`config.mk`:
```
export PLATFORM = sky130hd
export DESIGN_NAME = top_block_code
export DESIGN_NICKNAME = d
export VERILOG_FILES = /design/src/rtl/top_block_code_pkg.sv /design/src/rtl/rm20_encoder.sv /design/src/rtl/top_block_code.sv
export SDC_FILE = /design/constraint.sdc
export NUM_CORES = 1
export LEC_CHECK = 0
export BUFFER_PORTS_ARGS = -buffer_cell sky130_fd_sc_hd__buf_2
export CAP_MARGIN = 10
export CORE_UTILIZATION = 25
export CTS_CLUSTER_SIZE = 12
export DETAILED_ROUTE_END_ITERATION = 7
export GPL_ROUTABILITY_DRIVEN = 0
export REMOVE_ABC_BUFFERS = 1
export SLEW_MARGIN = 30
export SYNTH_ARGS = -nofsm -noshare
export SYNTH_HDL_FRONTEND = slang
export SYNTH_SLANG_ARGS = --single-unit
```
`constraint.sdc`:
```
create_clock -name clk -period 16.2 [get_ports clk]
set_input_delay 0.81 -clock clk [delete_from_list [all_inputs] [get_ports clk]]
set_output_delay 0.81 -clock clk [all_outputs]
set_load 0.02 [all_outputs]
```
`src/rtl/top_block_code_pkg.sv`:
```
// Shared definitions for the (20,A) block-code soft decoder: basis table, sizing constants,
// controller states and small helpers.
package top_block_code_pkg;

  localparam int unsigned MAX_A        = 13;
  localparam int unsigned NUM_CODED    = 20;
  localparam int unsigned METRIC_GUARD = 6;   // metric width = DATA_WIDTH + METRIC_GUARD
  localparam int unsigned A_W          = 4;
  localparam int unsigned CAND_W       = MAX_A + 1;

  typedef enum logic [1:0] {
    StCollect,
    StSearch,
    StOutput
  } state_e;

  // Basis sequences M_n,0..M_n,12 laid out one row per coded bit n, leftmost entry is M_n,0.
  localparam logic [0:MAX_A-1] BASIS_ROWS [NUM_CODED] = '{
    13'b1100000000110,
    13'b1110000001110,
    13'b1001001011111,
    13'b1011000010111,
    13'b1111000100111,
    13'b1100101110111,
    13'b1010101011111,
    13'b1001100110111,
    13'b1101100101111,
    13'b1011101001111,
    13'b1010011101111,
    13'b1110011010111,
    13'b1001010111111,
    13'b1101010101111,
    13'b1000110100101,
    13'b1100111101101,
    13'b1110111001011,
    13'b1001110010011,
    13'b1101111100000,
    13'b1000011000000
  };

  // Column i of the table: the 20 coded-bit contributions of info bit a_i.
  function automatic logic [NUM_CODED-1:0] basis_col(input int unsigned i);
    logic [NUM_CODED-1:0] col;
    col = '0;
    for (int unsigned n = 0; n < NUM_CODED; n++) begin
      col[n] = BASIS_ROWS[n][i];
    end
    return col;
  endfunction

  function automatic logic [A_W-1:0] clamp_len(input logic [7:0] len);
    if (len == 8'd0) begin
      return A_W'(1);
    end else if (len > 8'(MAX_A)) begin
      return A_W'(MAX_A);
    end else begin
      return len[A_W-1:0];
    end
  endfunction

endpackage

```
`src/rtl/rm20_encoder.sv`:
```
// Combinational (20,A) encoder: XOR of the basis columns selected by the low A message bits.
module rm20_encoder
  import top_block_code_pkg::*;
(
  input  logic [MAX_A-1:0]     msg_i,
  input  logic [A_W-1:0]       a_len_i,
  output logic [NUM_CODED-1:0] code_o
);

  always_comb begin
    code_o = '0;
    for (int unsigned i = 0; i < MAX_A; i++) begin
      if ((i < 32'(a_len_i)) && msg_i[i]) begin
        code_o = code_o ^ basis_col(i);
      end
    end
  end

endmodule

```
`src/rtl/top_block_code.sv`:
```
// Exhaustive maximum-likelihood soft decoder for the (20,A) block code: collect 20 LLRs,
// correlate against every candidate message, then stream out the best one bit by bit.
module top_block_code
  import top_block_code_pkg::*;
#(
  parameter int unsigned DATA_WIDTH  = 4,
  parameter int unsigned NUM_SYMBOLS = 20
) (
  input  logic                  clk,
  input  logic                  s_axis_aresetn,
  input  logic [7:0]            code_length,
  input  logic [DATA_WIDTH-1:0] s_axis_tdata,
  input  logic                  s_axis_tvalid,
  output logic                  m_axis_tdata,
  output logic                  m_axis_tvalid,
  output logic                  m_axis_tlast
);

  localparam int unsigned MW = DATA_WIDTH + METRIC_GUARD;
  localparam logic signed [MW-1:0] METRIC_MIN = {1'b1, {(MW-1){1'b0}}};

  state_e                       state_q, state_d;
  logic signed [DATA_WIDTH-1:0] sym_q [NUM_SYMBOLS];
  logic signed [DATA_WIDTH-1:0] sym_d [NUM_SYMBOLS];
  logic [4:0]                   sym_cnt_q, sym_cnt_d;
  logic [A_W-1:0]               a_len_q, a_len_d;
  logic [CAND_W-1:0]            cnt_q, cnt_d;
  logic                         pipe_vld_q, pipe_vld_d;
  logic signed [MW-1:0]         pipe_metric_q, pipe_metric_d;
  logic [MAX_A-1:0]             pipe_cand_q, pipe_cand_d;
  logic signed [MW-1:0]         best_metric_q, best_metric_d;
  logic [MAX_A-1:0]             best_cand_q, best_cand_d;
  logic [A_W-1:0]               out_idx_q, out_idx_d;
  logic                         tdata_q, tdata_d;
  logic                         tvalid_q, tvalid_d;
  logic                         tlast_q, tlast_d;

  logic [NUM_CODED-1:0]         cand_code;
  logic signed [MW-1:0]         cand_metric;
  logic [CAND_W-1:0]            num_cand;

  assign num_cand = CAND_W'(1) << a_len_q;

  rm20_encoder u_encoder (
    .msg_i   (cnt_q[MAX_A-1:0]),
    .a_len_i (a_len_q),
    .code_o  (cand_code)
  );

  // Correlation metric: add the LLR where the candidate codes a 0, subtract it where it codes a 1.
  always_comb begin
    logic signed [MW-1:0] sx;
    sx          = '0;
    cand_metric = '0;
    for (int unsigned n = 0; n < NUM_CODED; n++) begin
      sx = MW'(sym_q[n]);
      cand_metric = cand_code[n] ? (cand_metric - sx) : (cand_metric + sx);
    end
  end

  always_comb begin
    state_d       = state_q;
    sym_d         = sym_q;
    sym_cnt_d     = sym_cnt_q;
    a_len_d       = a_len_q;
    cnt_d         = cnt_q;
    pipe_vld_d    = 1'b0;
    pipe_metric_d = pipe_metric_q;
    pipe_cand_d   = pipe_cand_q;
    best_metric_d = best_metric_q;
    best_cand_d   = best_cand_q;
    out_idx_d     = out_idx_q;
    tdata_d       = 1'b0;
    tvalid_d      = 1'b0;
    tlast_d       = 1'b0;

    unique case (state_q)
      StCollect: begin
        if (s_axis_tvalid) begin
          sym_d[sym_cnt_q] = s_axis_tdata;
          if (sym_cnt_q == 5'd0) begin
            a_len_d = clamp_len(code_length);
          end
          if (sym_cnt_q == 5'(NUM_SYMBOLS - 1)) begin
            sym_cnt_d     = '0;
            cnt_d         = '0;
            best_metric_d = METRIC_MIN;
            best_cand_d   = '0;
            state_d       = StSearch;
          end else begin
            sym_cnt_d = sym_cnt_q + 5'd1;
          end
        end
      end

      StSearch: begin
        // Metric is registered before comparison, so the search runs one cycle past the last candidate.
        if (cnt_q != num_cand) begin
          pipe_vld_d    = 1'b1;
          pipe_metric_d = cand_metric;
          pipe_cand_d   = cnt_q[MAX_A-1:0];
          cnt_d         = cnt_q + CAND_W'(1);
        end
        if (pipe_vld_q && (pipe_metric_q > best_metric_q)) begin
          best_metric_d = pipe_metric_q;
          best_cand_d   = pipe_cand_q;
        end
        if (cnt_q == num_cand) begin
          out_idx_d = '0;
          state_d   = StOutput;
        end
      end

      StOutput: begin
        tvalid_d = 1'b1;
        tdata_d  = best_cand_q[out_idx_q];
        if (out_idx_q == a_len_q - A_W'(1)) begin
          tlast_d   = 1'b1;
          out_idx_d = '0;
          state_d   = StCollect;
        end else begin
          out_idx_d = out_idx_q + A_W'(1);
        end
      end

      default: state_d = StCollect;
    endcase
  end

  always_ff @(posedge clk or negedge s_axis_aresetn) begin
    if (!s_axis_aresetn) begin
      state_q       <= StCollect;
      for (int unsigned n = 0; n < NUM_SYMBOLS; n++) begin
        sym_q[n] <= '0;
      end
      sym_cnt_q     <= '0;
      a_len_q       <= A_W'(1);
      cnt_q         <= '0;
      pipe_vld_q    <= 1'b0;
      pipe_metric_q <= '0;
      pipe_cand_q   <= '0;
      best_metric_q <= METRIC_MIN;
      best_cand_q   <= '0;
      out_idx_q     <= '0;
      tdata_q       <= 1'b0;
      tvalid_q      <= 1'b0;
      tlast_q       <= 1'b0;
    end else begin
      state_q       <= state_d;
      sym_q         <= sym_d;
      sym_cnt_q     <= sym_cnt_d;
      a_len_q       <= a_len_d;
      cnt_q         <= cnt_d;
      pipe_vld_q    <= pipe_vld_d;
      pipe_metric_q <= pipe_metric_d;
      pipe_cand_q   <= pipe_cand_d;
      best_metric_q <= best_metric_d;
      best_cand_q   <= best_cand_d;
      out_idx_q     <= out_idx_d;
      tdata_q       <= tdata_d;
      tvalid_q      <= tvalid_d;
      tlast_q       <= tlast_d;
    end
  end

  assign m_axis_tdata  = tdata_q;
  assign m_axis_tvalid = tvalid_q;
  assign m_axis_tlast  = tlast_q;

endmodule

```
# Word level (Yosys, flattened, before mapping)
# Index checks and enable logic that the tools add are counted.
# classes
add_sub_neg	43
order_cmp	18
n_eq_ne	12
shifts	1
n_mux	67
n_bitwise	13
n_reduce_logical	27
# ops
operator	n
$mux 10	23
$add 10x4->10	19
$sub 10x4->10	19
$bwmux 80	1
$mux 19	4
$not 10->10	7
$mux 20	3
$mux 18	3
$not 16->16	3
$mux 14	3
$mux 13	3
$mux 17	2
$pmux 14 s2	1
$pmux 13 s2	1
$demux 4 s5	1
$lt 4x4->1 const A	5
$mux 4	5
$pmux 10 s2	1
$lt 3x4->1 const A	4
$mux 16	1
$not 8->8	2
$logic_and 1x1->1	15
$add 14x1->14 const B	1
$eq 14x14->1	1
32 further kinds	53
# word_totals
reg_bits	159
in_bits	15
out_inout_bits	3
elab_cells	214

# Longest topological paths before layout
# depth
ltp_word	66
ltp_mapped	68
ltp_nobuf	66

# Cells and area by module
# From an unflattened synthesis, not the netlist that was laid out.
# unflattened
cells_unflattened	2045
area_unflattened_um2	17519.3
# by_module_without_submodules
module	instances	cells_per_inst	area_each_um2	seq_area_each_um2
top_block_code	1	1862	16179.3	3981.3
rm20_encoder	1	183	1340.0	0.0

# Worst setup path before layout
# Ideal clock, no wire load.
# synth_timing
kind	reg-to-reg
startpoint	register a_len_q[1]
endpoint	register pipe_metric_q[9]
setup_time_ps	125
arrival_time_ps	15093
setup_slack_ps	982
path_stages_with_launch	50
n_path_buf	2
synth_period_minus_slack_ps	15218
path_cell_list	dfrtp_1 buf_2 inv_1 ha_1 clkbuf_1 a21oi_1 o221ai_4 xor2_4 xnor2_1 mux2i_1 fa_1 fa_1 fa_1 fa_1 fa_1 fa_1 fa_1 fa_1 [... 14 more ...] nand3_1 nand2_1 a41o_1 o21ai_0 nand2b_1 a21oi_1 xnor2_1 ha_1 a21oi_1 xnor2_1 ha_1 a21o_1 a31oi_1 xnor2_1 xnor3_1 xnor3_1 xnor3_1 mux2_2
# synth_between
elab_chain_cells	57
word_cells_on_any_way	112
cone_classes	add/sub (38); order compare (13); eq/ne (1); shift (1); mux (33); bitwise (12); reduce/logical (14)
# synth_lines
item	line_no	rtl
from (decl)	top_block_code.sv:26	logic [A_W-1:0] a_len_q, a_len_d;
from (signal assigned)	top_block_code.sv:152	a_len_q <= a_len_d;
$lt 1x4->1	rm20_encoder.sv:13	if ((i < 32'(a_len_i)) && msg_i[i]) begin
$logic_and 1x1->1	rm20_encoder.sv:13	
$mux 20	rm20_encoder.sv:13	
$not 10->10 (no line) or $mux 19 (tied branches)	--	
$mux 19 or $mux 17 (tied branches)	rm20_encoder.sv:13	
$mux 17 (tied with other cells)	rm20_encoder.sv:13	
$mux 19 or $mux 17 (tied branches)	rm20_encoder.sv:13	
$mux 19	rm20_encoder.sv:13	
[... 41 more ...]	--	
$add 10x4->10 or $sub 10x4->10 (tied branches)	top_block_code.sv:57	cand_metric = cand_code[n] ? (cand_metric - sx) : (cand_metric + sx);
$mux 10	top_block_code.sv:57	
$add 10x4->10 or $sub 10x4->10 (tied branches)	top_block_code.sv:57	
$mux 10	top_block_code.sv:57	
$add 10x4->10 or $sub 10x4->10 (tied branches)	top_block_code.sv:57	
$mux 10	top_block_code.sv:57	
$add 10x4->10 or $sub 10x4->10 (tied branches)	top_block_code.sv:57	
$mux 10	top_block_code.sv:57	
to (signal assigned)	top_block_code.sv:155	pipe_metric_q <= pipe_metric_d;
to (decl)	top_block_code.sv:29	logic signed [MW-1:0] pipe_metric_q, pipe_metric_d;
# Several ways; a longest one is shown, not always the timed one.
# A chain may end at the register's enable or synchronous reset.

# Final worst setup path
# layout_timing
startpoint	register a_len_q[0]
endpoint	register pipe_metric_q[9]
# The elaborated chain is that of the path after synthesis.

==> results.md <==
- Status: finished clean
- Count leader, synth: ha_1
- Crit end category: flop
- Setup TNS: 0 ps
- Yosys warnings: 0
- Fmax: approximately 64 MHz
- Pins Over Slew Limit: 0
- WS Path Type: reg -> reg
- Pre-antenna DRT Iters: 5
- # IOs: 18
- Count of different cell masters after synthesis: 75
- Starting DRC count in detailed routing: about 640
- Setup Skew: between 10 and 15 ps
- Post-DP HPWL: about 32000 um
- Routed length per placed instance: around 14 um
- Vias per inst: about 4.5
- Cell area after synthesis: 0.0175 mm^2
- Max Cap Viol: 0
- Max-slew headroom: a little under half
- Final Hold Viols: 0
- Floorplan row count: 96
- Layout cell share with drive strength beyond 1: about an eighth
- Ys async rst share: 100%
- Initial cell density of the core: approximately 25%
- CP max stage delay: ~600 ps
- Die ar.: between 0.07 and 0.08 mm^2
- ANT nets after route: 0
- TritonCTS Sinks: approximately 160
- First-pass GRT wire length: 66400 um
- Critical path arrival: approximately 16000 ps
- Minimum clock period: approximately 16000 ps
- Final-stage net count: ~2.2k
- Worst Max-Slew Pin Slew: just over 800 ps
- Post-synth EDFFs: 0
- Final setup fails: 0
- Area fraction of the dominant cell type after synthesis: approximately 22%
- WL final: ~40000 um
- CP max-delay cell: fa_1
- Top FF cell, synth: dfrtp_1
- Initial antenna violation count: 1
- Routed vias: 13.1k
- Number of synthesized register bits: around 160
- Synthesized area per cell: between 8 and 9 um^2
- # port buffers: 17
- Synth-to-Final Area Change: 10.5%
- Largest net degree at the start of global routing: 94
- Tcrit/Tclk final: between 90% and 100%
- Die height: ~270 um
- Max Root-Sink Buffers: 2
- Synth cell count leaders: ha_1 (251), nand2_1 (180), inv_1 (166)
- Die Wd: roughly 270 um
- Vias in the first global route: between 10k and 15k
- RSZ-0062 raised after global routing: false
- Most frequent CP cell: fa_1
- CTS Root Cell: clkbuf_16
- H-tree Lvls: 4
- Clk slew on worst S/H paths: 70 ps
- Critical path peak fanout: 8
- Overflow after GRT: 0
- Worst hold path class: in -> async
- Area contributors post-synth: dfrtp_1 (22%), ha_1 (18%), xnor2_1 (7.2%)
- Clk Latency, worst-skew pair: about 440 ps
- Crit path launch type: flop
- Largest area contributor in the synthesized netlist: dfrtp_1
- Core area: roughly 0.07 mm^2
- Sequential fraction of the synthesis area: 22.7%
- Inserted Clock Buffers: 17
- Post-Synthesis Cells: 1957
- Tot GR Track Use: 11.5%
- DRC viols: 0
- Critical path required time: between 15000 and 20000 ps
- TritonCTS clock tree: built
-- stage by stage --
step	std cells	setup WS (ps)	cell area [um^2]	hold slack, ps	utilization, %
after floorplan	1899	915	17300	481	-
after global placement	2862	564	18700	490	27.1
after detailed placement	2862	345	18700	496	27.1
after CTS	2894	295	19300	467	28.0
after global routing	2898	4.74	19400	474	28.1
final	2899	631	19400	396	28.1
-- repair_timing --
item	4_1_cts	5_1_grt
resized for setup	0	10
hold buffers	0	0
buffers inserted	0	4
endpoints found under the setup margin	0	1
-- per-layer routing --
metal | share of wire (%) | routed length [um] | vias to the layer above | GRT usage (%)
li1 | - | - | 6780 | -
met1 | 50 | 19800 | 6132 | 15.7
met2 | 47 | 18600 | 122 | 19.4
met3 | 2.5 | 1000 | 29 | 1.42
met4 | 1.0 | 417 | 0 | 2.52
met5 | 0 | 0 | - | 0
-- final cells by class --
class | count | area [um^2]
clock inverter | 11 | 154
sequential | 159 | 3990
fill | 7338 | 49700
multi-input combinational | 1574 | 12800
inverter | 166 | 623
antenna | 1 | 2.50
clock buffer | 21 | 470
timing repair buffer | 36 | 240
tap | 931 | 1160
-- worst paths after layout --
check | end | from | slack, ps | cells past startpoint
min | best_metric_q[2] | s_axis_aresetn | 400 | 1
max reg2reg | pipe_metric_q[9] | a_len_q[0] | 630 | 48
min reg2reg | pipe_cand_q[5] | pipe_cand_q[5] | 510 | 1
max in group asynchronous | a_len_q[1] | s_axis_aresetn | 14680 | 2
min in group clk | pipe_cand_q[5] | pipe_cand_q[5] | 510 | 1
max | pipe_metric_q[9] | a_len_q[0] | 630 | 48
-- cells in the final DEF, fill, tap and decap left out, drive strengths merged, types with 5 or more instances in the layout --
cell type  instances
ha               251
nand2            180
inv              168
dfrtp            157
xnor2            156
a21oi            146
nor2             115
mux2             112
o21ai             88
xor2              80
a21o              58
mux2i             57
nor2b             35
buf               35
o21bai            33
o21a              26
or3               24
nand3             23
clkbuf            22
nor3              21
nand2b            19
fa                19
a31oi             11
xnor3             11
and2              10
or2                8
and3               8
nor3b              7
nand3b             6
nand4              6
a21boi             5
o221ai             5
nor4               5
-- critical path: cells and delay by family, from the launching register on --
family	cells	cell delay [ps]
adder cells (fa/ha/maj)	20	9880
AO/OA/AOI/OAI	10	1940
XOR/XNOR	9	1770
flip-flops	1	590
multiplexers	2	550
buffers and inverters	4	420
AND/OR/NAND/NOR	3	260
-- state kept, by name, indices dropped and copies added (netlist names), 2 cells and up --
register,count
sym_q,80
pipe_metric_q,10
best_metric_q,10
pipe_cand_q,13
a_len_q,4
cnt_q,14
best_cand_q,13
out_idx_q,4
sym_cnt_q,5
state_q,2
-- logic make-up (layout without fill, tap and decap cells) --
| kind of cell | after synthesis | after routing | synth area share, % |
|---|---|---|---|
| AND/OR/NAND/NOR | 476 | 476 | 12.9 |
| XOR/XNOR | 248 | 248 | 14.1 |
| adder cells (fa/ha/maj) | 270 | 270 | 20.1 |
| flip-flops | 159 | 159 | 22.7 |
| multiplexers | 173 | 173 | 11.0 |
| AO/OA/AOI/OAI | 407 | 407 | 14.3 |
| buffers and inverters | 224 | 234 | 4.90 |
| other | 0 | 1 | 0 |
Power is not shown: default switching activity piles up to over one toggle a cycle in this logic, so the estimate is an artifact.
